### src/rtl/ai_move_gen_pkg.sv
// Shared types and tables for the tic-tac-toe AI move generator:
// cell/move codes, scan states, line table and positional preference order.
package ai_move_gen_pkg;

    localparam int CELLS  = 9;
    localparam int GRID_W = 18;

    typedef logic [1:0] cell_t;
    typedef logic [3:0] move_t;

    localparam cell_t CELL_EMPTY = 2'b00;
    localparam cell_t CELL_X     = 2'b01;
    localparam cell_t CELL_O     = 2'b10;

    localparam move_t MOVE_NONE = 4'd0;
    localparam move_t MOVE_A1 = 4'd1, MOVE_A2 = 4'd2, MOVE_A3 = 4'd3;
    localparam move_t MOVE_B1 = 4'd4, MOVE_B2 = 4'd5, MOVE_B3 = 4'd6;
    localparam move_t MOVE_C1 = 4'd7, MOVE_C2 = 4'd8, MOVE_C3 = 4'd9;

    typedef enum logic [2:0] {
        ST_IDLE,
        ST_WIN,
        ST_BLOCK,
        ST_PREF,
        ST_DONE
    } state_t;

    function automatic logic player_ok(input cell_t p);
        return (p == CELL_X) || (p == CELL_O);
    endfunction

    // Three move codes of a line, packed {first, second, third}.
    function automatic logic [11:0] line_cells(input logic [2:0] line);
        case (line)
            3'd0:    line_cells = {MOVE_A1, MOVE_A2, MOVE_A3};
            3'd1:    line_cells = {MOVE_B1, MOVE_B2, MOVE_B3};
            3'd2:    line_cells = {MOVE_C1, MOVE_C2, MOVE_C3};
            3'd3:    line_cells = {MOVE_A1, MOVE_B1, MOVE_C1};
            3'd4:    line_cells = {MOVE_A2, MOVE_B2, MOVE_C2};
            3'd5:    line_cells = {MOVE_A3, MOVE_B3, MOVE_C3};
            3'd6:    line_cells = {MOVE_A1, MOVE_B2, MOVE_C3};
            default: line_cells = {MOVE_A3, MOVE_B2, MOVE_C1};
        endcase
    endfunction

    // Centre first, then corners, then edges.
    function automatic move_t pref_cell(input logic [3:0] p);
        case (p)
            4'd0:    pref_cell = MOVE_B2;
            4'd1:    pref_cell = MOVE_A1;
            4'd2:    pref_cell = MOVE_A3;
            4'd3:    pref_cell = MOVE_C1;
            4'd4:    pref_cell = MOVE_C3;
            4'd5:    pref_cell = MOVE_A2;
            4'd6:    pref_cell = MOVE_B1;
            4'd7:    pref_cell = MOVE_B3;
            default: pref_cell = MOVE_C2;
        endcase
    endfunction

endpackage

### src/rtl/ai_move_gen_if.sv
// Turn request / move result bundle between the game controller and the AI.
interface ai_move_gen_if;
    import ai_move_gen_pkg::*;

    logic                clear;
    logic                req;
    cell_t               ai_player;
    logic [GRID_W-1:0]   grid;
    logic                busy;
    move_t               move;
    logic                move_valid;
    logic                no_move;

    modport master (
        output clear, req, ai_player, grid,
        input  busy, move, move_valid, no_move
    );

    modport slave (
        input  clear, req, ai_player, grid,
        output busy, move, move_valid, no_move
    );
endinterface

### src/rtl/ai_move_gen_line_eval.sv
// Combinational line check: two cells owned by player and the third empty
// yields a hit and the move code of the empty cell.
module ai_move_gen_line_eval
    import ai_move_gen_pkg::*;
(
    input  cell_t cell_a,
    input  cell_t cell_b,
    input  cell_t cell_c,
    input  move_t code_a,
    input  move_t code_b,
    input  move_t code_c,
    input  cell_t player,
    output logic  hit,
    output move_t code
);
    always_comb begin
        hit  = 1'b0;
        code = MOVE_NONE;
        if (cell_a == CELL_EMPTY && cell_b == player && cell_c == player) begin
            hit  = 1'b1;
            code = code_a;
        end else if (cell_b == CELL_EMPTY && cell_a == player && cell_c == player) begin
            hit  = 1'b1;
            code = code_b;
        end else if (cell_c == CELL_EMPTY && cell_a == player && cell_b == player) begin
            hit  = 1'b1;
            code = code_c;
        end
    end
endmodule

### src/rtl/ai_move_gen.sv
// Tic-tac-toe computer opponent: snapshots the board on a turn request and
// scans win lines, then block lines, then preferred cells, one step per cycle.
module ai_move_gen
    import ai_move_gen_pkg::*;
#(
    parameter int EN_BLOCK = 1,
    parameter int CELL_W   = 2
) (
    input logic         clk,
    input logic         rst,
    ai_move_gen_if.slave bus
);
    state_t            state_reg, state_next;
    logic [3:0]        idx_reg, idx_next;
    logic [GRID_W-1:0] snap_reg, snap_next;
    cell_t             player_reg, player_next;
    logic              fail_reg, fail_next;
    move_t             move_reg, move_next;
    logic              move_valid, no_move;

    cell_t       cells [1:CELLS];
    logic [11:0] line_sel;
    move_t       code_a, code_b, code_c;
    cell_t       eval_player;
    logic        line_hit;
    move_t       line_move;
    move_t       pref_code;
    logic        pref_free;

    // Cells indexed by their move code so table entries address them directly.
    generate
        for (genvar gi = 1; gi <= CELLS; gi++) begin : g_cells
            assign cells[gi] = snap_reg[(gi-1)*CELL_W +: CELL_W];
        end
    endgenerate

    assign line_sel    = line_cells(idx_reg[2:0]);
    assign code_a      = line_sel[11:8];
    assign code_b      = line_sel[7:4];
    assign code_c      = line_sel[3:0];
    assign eval_player = (state_reg == ST_BLOCK) ? (player_reg ^ 2'b11) : player_reg;
    assign pref_code   = pref_cell(idx_reg);
    assign pref_free   = (cells[pref_code] == CELL_EMPTY);

    ai_move_gen_line_eval u_line_eval (
        .cell_a (cells[code_a]),
        .cell_b (cells[code_b]),
        .cell_c (cells[code_c]),
        .code_a (code_a),
        .code_b (code_b),
        .code_c (code_c),
        .player (eval_player),
        .hit    (line_hit),
        .code   (line_move)
    );

    always_ff @(posedge clk or posedge rst) begin
        if (rst) begin
            state_reg  <= ST_IDLE;
            idx_reg    <= '0;
            snap_reg   <= '0;
            player_reg <= CELL_EMPTY;
            fail_reg   <= 1'b0;
            move_reg   <= MOVE_NONE;
        end else begin
            state_reg  <= state_next;
            idx_reg    <= idx_next;
            snap_reg   <= snap_next;
            player_reg <= player_next;
            fail_reg   <= fail_next;
            move_reg   <= move_next;
        end
    end

    always_comb begin
        state_next  = state_reg;
        idx_next    = idx_reg;
        snap_next   = snap_reg;
        player_next = player_reg;
        fail_next   = fail_reg;
        move_next   = move_reg;
        move_valid  = 1'b0;
        no_move     = 1'b0;
        case (state_reg)
            ST_IDLE: begin
                if (bus.req) begin
                    snap_next   = bus.grid;
                    player_next = bus.ai_player;
                    fail_next   = !player_ok(bus.ai_player);
                    move_next   = MOVE_NONE;
                    idx_next    = '0;
                    state_next  = ST_WIN;
                end
            end
            ST_WIN: begin
                // An invalid symbol spends one WIN cycle so the fail strobe has fixed latency.
                if (fail_reg) begin
                    state_next = ST_DONE;
                end else if (line_hit) begin
                    move_next  = line_move;
                    state_next = ST_DONE;
                end else if (idx_reg == 4'd7) begin
                    idx_next   = '0;
                    state_next = (EN_BLOCK != 0) ? ST_BLOCK : ST_PREF;
                end else begin
                    idx_next = idx_reg + 4'd1;
                end
            end
            ST_BLOCK: begin
                if (line_hit) begin
                    move_next  = line_move;
                    state_next = ST_DONE;
                end else if (idx_reg == 4'd7) begin
                    idx_next   = '0;
                    state_next = ST_PREF;
                end else begin
                    idx_next = idx_reg + 4'd1;
                end
            end
            ST_PREF: begin
                if (pref_free) begin
                    move_next  = pref_code;
                    state_next = ST_DONE;
                end else if (idx_reg == 4'd8) begin
                    fail_next  = 1'b1;
                    state_next = ST_DONE;
                end else begin
                    idx_next = idx_reg + 4'd1;
                end
            end
            ST_DONE: begin
                move_valid = !fail_reg;
                no_move    = fail_reg;
                state_next = ST_IDLE;
            end
            default: state_next = ST_IDLE;
        endcase
        // Game clear overrides everything, including a pending strobe.
        if (bus.clear) begin
            state_next = ST_IDLE;
            idx_next   = '0;
            move_next  = MOVE_NONE;
            move_valid = 1'b0;
            no_move    = 1'b0;
        end
    end

    assign bus.busy       = (state_reg != ST_IDLE);
    assign bus.move       = move_reg;
    assign bus.move_valid = move_valid;
    assign bus.no_move    = no_move;

endmodule

### src/flat_wrapper.sv
// flat-port wrapper written by rule: the top's interface ports become plain ports
module ai_move_gen_flat import ai_move_gen_pkg::*;
#(
    parameter int EN_BLOCK = 1,
    parameter int CELL_W   = 2
)
  (clk, rst, bus_clear, bus_req, bus_ai_player, bus_grid, bus_busy, bus_move, bus_move_valid, bus_no_move);
  ai_move_gen_if bus_i ();
  input logic clk;
  input logic rst;
  input wire logic [$bits(bus_i.clear)-1:0] bus_clear;
  input wire logic [$bits(bus_i.req)-1:0] bus_req;
  input wire logic [$bits(bus_i.ai_player)-1:0] bus_ai_player;
  input wire logic [$bits(bus_i.grid)-1:0] bus_grid;
  output wire logic [$bits(bus_i.busy)-1:0] bus_busy;
  output wire logic [$bits(bus_i.move)-1:0] bus_move;
  output wire logic [$bits(bus_i.move_valid)-1:0] bus_move_valid;
  output wire logic [$bits(bus_i.no_move)-1:0] bus_no_move;
  assign bus_i.clear = bus_clear;
  assign bus_i.req = bus_req;
  assign bus_i.ai_player = bus_ai_player;
  assign bus_i.grid = bus_grid;
  assign bus_busy = bus_i.busy;
  assign bus_move = bus_i.move;
  assign bus_move_valid = bus_i.move_valid;
  assign bus_no_move = bus_i.no_move;
  ai_move_gen #(.EN_BLOCK(EN_BLOCK), .CELL_W(CELL_W)) u_core (.clk(clk), .rst(rst), .bus(bus_i));
endmodule
### config.mk
export PLATFORM = sky130hd
export DESIGN_NAME = ai_move_gen_flat
export DESIGN_NICKNAME = d
export VERILOG_FILES = /design/src/rtl/ai_move_gen_pkg.sv /design/src/rtl/ai_move_gen_if.sv /design/src/rtl/ai_move_gen_line_eval.sv /design/src/rtl/ai_move_gen.sv /design/src/flat_wrapper.sv
export SDC_FILE = /design/constraint.sdc
export NUM_CORES = 1
export LEC_CHECK = 0
export CAP_MARGIN = 20
export CORE_ASPECT_RATIO = 0.5
export CORE_UTILIZATION = 35
export CTS_CLUSTER_DIAMETER = 150
export CTS_CLUSTER_SIZE = 12
export DETAILED_ROUTE_END_ITERATION = 16
export GPL_TIMING_DRIVEN = 0
export PLACE_DENSITY_LB_ADDON = 0.2
export SYNTH_ARGS = -nofsm -noshare
export SYNTH_HDL_FRONTEND = slang
export SYNTH_SLANG_ARGS = --single-unit
### constraint.sdc
create_clock -name clk -period 8.1 [get_ports clk]
set_input_delay 1.215 -clock clk [delete_from_list [all_inputs] [get_ports clk]]
set_output_delay 1.215 -clock clk [all_outputs]
set_load 0.01 [all_outputs]
# Word level (Yosys, flattened, before mapping)
# Memories as Yosys holds them, arrays and structs flattened.
# Index checks and enable logic that the tools add are counted.
# W data, S select, Z words.
[op_classes]
add_sub_neg = 1
n_mul = 0
n_div = 0
magnitude_cmp = 4
eq_ne = 28
shift = 0
mux = 52
n_bitwise = 5
n_reduce_logical = 23
[op_table]
columns = ["operator", "n"]
rows = [
  ["$pmux W11 S7", 1],
  ["$mux W4", 15],
  ["$bmux W2 S4", 4],
  ["$pmux W4 S4", 2],
  ["$mux W3", 9],
  ["$ge A5 B5 Y1 const B", 4],
  ["$mux W2", 9],
  ["$not A4 Y5", 3],
  ["$eq A3 B2 Y1 const B", 4],
  ["$eq A3 B3 Y1 const B", 4],
  ["$ne A3 B3 Y1 const B", 4],
  ["$pmux W3 S4", 1],
  ["$reduce_and A4 Y1", 3],
  ["$mux W1", 10],
  ["$logic_not A2 Y1", 4],
  ["$eq A2 B2 Y1", 3],
  ["$eq A3 B1 Y1 const B", 2],
  ["$logic_and A1 B1 Y1", 6],
  ["$logic_not A3 Y1", 2],
  ["$ne A5 B2 Y1 const B", 1],
  ["$not A3 Y5", 1],
  ["$reduce_and A5 Y1", 1],
  ["$reduce_bool A5 Y1", 1],
  ["$add A4 B1 Y4 const B", 1],
  ["other kinds (16)", 18],
]
[word_totals]
register_bits = 32
latch_bits = 0
mem_bits_rw = 0
mem_bits_ro = 32
in_bits = 24
out_inout_bits = 7
wordCells = 120
n_memories = 1
[mem_list]
columns = ["memory", "words", "width", "rd", "rd_clocked_by_memory_dff", "write_ports", "line_no", "rtl"]
rows = [
  ["(no name shown)", 8, 4, 1, 0, 0, "ai_move_gen_pkg.sv:48", "case (p)"],
]

# Depth between registers and ports, before layout
[logic_depth]
ltp_word = 16
mapped_depth = 14
depth_no_buf = 12

# Modules after synthesis
# Synthesis repeated with hierarchy kept, for this count alone.
[unflattened]
hier_cells = 276
hier_area_um2 = 2605.0
[modules_own_cells]
columns = ["mod", "instances", "cells_each", "area_each_um2", "seq_area_each_um2"]
rows = [
  ["ai_move_gen", 1, 238, 2367.3, 800.8],
  ["ai_move_gen_line_eval", 1, 38, 237.7, 0.0],
]

# Worst setup path after synthesis
# No wires, ideal clock.
[synth_timing]
path_type = "register to register"
startpoint = "reg u_core.idx_reg[0]"
endpoint = "reg u_core.idx_reg[3]"
setup_time_ns = 0.078
t_arrival_ns = 3.444
t_required_ns = 8.022
path_slack_ns = 4.578
stages_incl_launch_ff = 15
n_path_buf = 2
synth_period_minus_slack_ns = 3.522
path_cell_list = "dfrtp_1 > buf_2 > inv_1 > ha_1 > buf_2 > mux2i_2 > mux2_1 > o22ai_1 > a2bb2oi_2 > a22o_1 > nor3_1 > a22oi_4 > a31oi_4 > or4_1 > a21oi_1"
[synth_via]
elab_chain_cells = 16
word_cells_on_any_way = 55
classes_between = "add/sub: 1; eq/ne: 13; mux: 24; bitwise: 4; reduce/logical: 12; memory: 1"
[synth_lines]
columns = ["item", "line_no", "rtl"]
rows = [
  ["from (decl)", "ai_move_gen.sv:14", "logic [3:0] idx_reg, idx_next;"],
  ["from (signal assigned)", "ai_move_gen.sv:67", "idx_reg <= idx_next;"],
  ["$eq A3 B3 Y1 (tied with other cells)", "ai_move_gen_pkg.sv:34", "case (line)"],
  ["$pmux W11 S7", "ai_move_gen_pkg.sv:34", ""],
  ["$not A3 Y5 (not written as such) / $not A4 Y5 (equally long branches)", "ai_move_gen.sv:46, ai_move_gen.sv:48", ""],
  ["$bmux W2 S4 (on tied branches)", "ai_move_gen.sv:46, ai_move_gen.sv:48", ""],
  ["$mux W2 (on tied branches) (2 in series)", "ai_move_gen.sv:46, ai_move_gen.sv:48", ""],
  ["$eq A2 B2 Y1 / $logic_not A2 Y1 (equally long branches)", "ai_move_gen_line_eval.sv:22, ai_move_gen_line_eval.sv:25", ""],
  ["$logic_and A1 B1 Y1 (2 in series)", "ai_move_gen_line_eval.sv:25", "end else if (cell_c == CELL_EMPTY && cell_a == player && cell_b == player) begin"],
  ["$mux W1", "ai_move_gen_line_eval.sv:25", ""],
  ["$mux W1", "ai_move_gen_line_eval.sv:22", "end else if (cell_b == CELL_EMPTY && cell_a == player && cell_c == player) begin"],
  ["$mux W1", "ai_move_gen_line_eval.sv:19", "if (cell_a == CELL_EMPTY && cell_b == player && cell_c == player) begin"],
  ["$mux W4", "ai_move_gen.sv:99", "end else if (line_hit) begin"],
  ["$mux W4", "ai_move_gen.sv:97", "if (fail_reg) begin"],
  ["$pmux W4 S4", "ai_move_gen.sv:84", "case (state_reg)"],
  ["$mux W4", "ai_move_gen.sv:139", "if (bus.clear) begin"],
]
# Several ways; a longest one is shown, not always the timed one. The select of a mux whose other input is x is not followed.
# A chain may end at the register's enable or synchronous reset.

# Worst setup path after layout
# Same ends and word-level chain as after synthesis.

==> impl_metrics.json <==
{
  "drive_above_1_share_pct": 20.56,
  "grt_pass1_wl_mm": 14.07,
  "ys.flop_type": "dfrtp_1",
  "io_buffer_count": 30,
  "largest_reg_flops": 18,
  "max_slew_margin_pct": 44.41,
  "max_cap_violations": 0,
  "finalClockSkew_ns": 0.007528,
  "powerDensity_nw_per_um2": 436.5,
  "core_area_sq_um": 7570,
  "wl_per_cell_um": 18.82,
  "synth_area_leaders": "dfrtp_1 (28%), mux2_2 (9.2%), nor2_1 (4.5%), a21oi_1 (2.7%), nand2_1 (2.7%)",
  "drt-total-wl_mm": 8.715,
  "cp.required_ns": 8.30,
  "syn-num-nets": 345,
  "dr.pass1.iters": 4,
  "antenna_cells": 0,
  "startpoint": "u_core.idx_reg[0]",
  "rr_startpoint": "u_core.idx_reg[0]",
  "final_nets": 383,
  "drcViolationCount": 0,
  "start_util_pct": 37.36,
  "crit_arrival_ns": 4.81,
  "syn_area_sq_um": 2828,
  "fin_hold_ws_ns": 0.5608,
  "fin_ws_ns": 3.490,
  "clkSlewWorstSetupHoldPaths_ns": 0.06,
  "ys_ff_latch": 32,
  "status": "finished, final reports clean",
  "drv_slew": 0,
  "rows": 22,
  "synth.most_common_cell": "nor2_1",
  "synth_cell_type_count": 77,
  "synth_top_cell_by_area": "dfrtp_1",
  "leakage_nw": 1.300,
  "avgSynthCellArea_sq_um": 8.948,
  "via_per_inst": 5.942,
  "gp_congestion": 0.9649,
  "die_x_um": 129.1,
  "r2r_cells": 14,
  "cts.hold.buffers_added": 0,
  "die_y_um": 65.56,
  "cts_max_path_buffers": 2,
  "drtIter0Drc": 270,
  "ir_drop_v": 0.0001580,
  "clock_latency_ns": 0.29,
  "cts-buffers-inserted": 5,
  "fmax_mhz": 216.9,
  "synthToLayoutAreaGrowth_pct": 21.64,
  "grtUsageTotal_pct": 22.37,
  "cp-endpoint": "u_core.idx_reg[3]",
  "fill_cells": 727,
  "die_area_sq_um": 8465,
  "grt_max_degree": 22,
  "synth_top_area_share_pct": 28.32,
  "r2r_end": "u_core.idx_reg[3]",
  "worstMarginPinSlew_ns": 0.8275,
  "seqCellArea_sq_um": 800.8,
  "num_vias": 2751,
  "multi_input_area_sq_um": 1911,
  "tns_ns": 0,
  "grt_antenna_before_repair": 0,
  "post-place-ws_ns": 3.634,
  "cts.sinks": 32,
  "synth_cells": 316,
  "setup_violations": 0,
  "ys.warnings.count": 0,
  "cp_max_fo": 10,
  "ant_nets": 0,
  "worstSetupPathType": "flip-flop to flip-flop",
  "grt_overflow": 0,
  "synth_edf_count": 0,
  "layout.cells.non_filler": 463,
  "hold_class": "flip-flop to flip-flop",
  "rrSetupSlack_ns": 3.49,
  "num_io_pins": 31,
  "endpoint_kind": "flip-flop",
  "root_buffer": "clkbuf_16",
  "synthTopCellsByCount": "nor2_1 (34), dfrtp_1 (32), mux2_2 (23)",
  "start_kind": "flip-flop",
  "cts.htree.levels": 2,
  "dp.cells": 455,
  "synthArstFlopShare_pct": 100.0,
  "first_global_vias": 2569,
  "dp_hpwl_mm": 6.818,
  "cts-resized-gates": 0,
  "synth_seq_area_share_pct": 28.32,
  "cts_setup_buffers": 0,
  "rsz0062_at_grt": "false",
  "report.final.hold_viol_count": 0,
  "fin_crit_sh_pct": 56.92,
  "cts_tree": "built",
  "layout_min_cycle_time_ns": 4.610
}
==> layout make-up <==
cell class,count,share of cell area (%)
Multi-Input combinational cell,260,55.55
Clock inverter,2,0.2910
Tap cell,108,3.929
Buffer,13,2.183
Inverter,11,1.200
Sequential cell,32,23.28
Clock buffer,6,4.038
Timing Repair Buffer,31,9.531
==> metal layers <==
layer	track usage, %	part of all wire [%]
met5	0	0
met4	5.294	1.1
met3	6.352	9.8
met2	31.05	40
met1	33.25	49
==> kinds of logic after synthesis <==
logic type	synth area share [%]
simple gates	24.20
compound gates	24.60
mux	13.81
flops	28.32
buf+inv	4.115
xor+xnor	2.744
fa+ha+maj	2.212
==> power breakdown <==
| part | internal, W | total [W] | leakage, nW | switching [W] |
|---|---|---|---|---|
| sequential | 0.000226 | 0.000315 | 0.394 | 0.0000890 |
| clock | 0.000121 | 0.000193 | 0.0766 | 0.0000724 |
| combinational | 0.000420 | 0.000993 | 0.829 | 0.000573 |
| total | 0.000768 | 0.00150 | 1.30 | 0.000734 |
==> critical path, stage by stage, from the launching register on <==
cell      delay [ns]
dfrtp_1         0.53
buf_2           0.32
inv_1           0.14
ha_1            0.30
buf_2           0.21
o21a_1          0.27
nor3_1          0.66
mux2i_1         0.30
o311ai_1        0.25
xnor2_1         0.29
nor2_2          0.10
a22oi_4         0.30
a31oi_4         0.18
or4_1           0.52
a21oi_1         0.16
==> layout by cell type, fill, tap and decap left out, drive strengths merged, types with 3 or more instances in the layout <==
cell	instances
nor2	35
dfrtp	32
clkdlybuf4s50	30
mux2	25
nand2	21
o21ai	16
a21oi	15
nor3	14
clkbuf	13
inv	11
nand3	9
or2	8
a31oi	8
nand2b	7
mux2i	7
buf	7
nor2b	6
nor4	6
nand4	5
o31ai	5
xnor2	5
ha	5
a311oi	4
a31o	4
or4	4
o21a	3
and2	3
and3	3
xor2	3
a211oi	3
o32ai	3
a22oi	3
==> through the flow <==
stage	total power (W)	utilization [%]	cell area, sq um
2_1_floorplan	0.001043	-	2828
3_3_place_gp	0.001274	43.11	3263
3_5_place_dp	0.001285	43.47	3291
4_1_cts	0.001485	45.44	3440
5_1_grt	0.001609	45.44	3440
6_report	0.001502	45.44	3440
==> worst min path at each step <==
stage,startpoint,endpoint,slack (ns),cells past startpoint
after floorplan,u_core.snap_reg[9],u_core.snap_reg[9],0.51,1
after global placement,u_core.bus.move[3],u_core.bus.move[3],0.56,2
after detailed placement,u_core.snap_reg[1],u_core.snap_reg[1],0.56,1
after CTS,u_core.bus.move[0],u_core.bus.move[0],0.57,2
after global routing,u_core.player_reg[0],u_core.player_reg[0],0.59,1
final,u_core.bus.move[0],u_core.bus.move[0],0.56,2
Note: power is estimated with default switching activity, not from simulation.
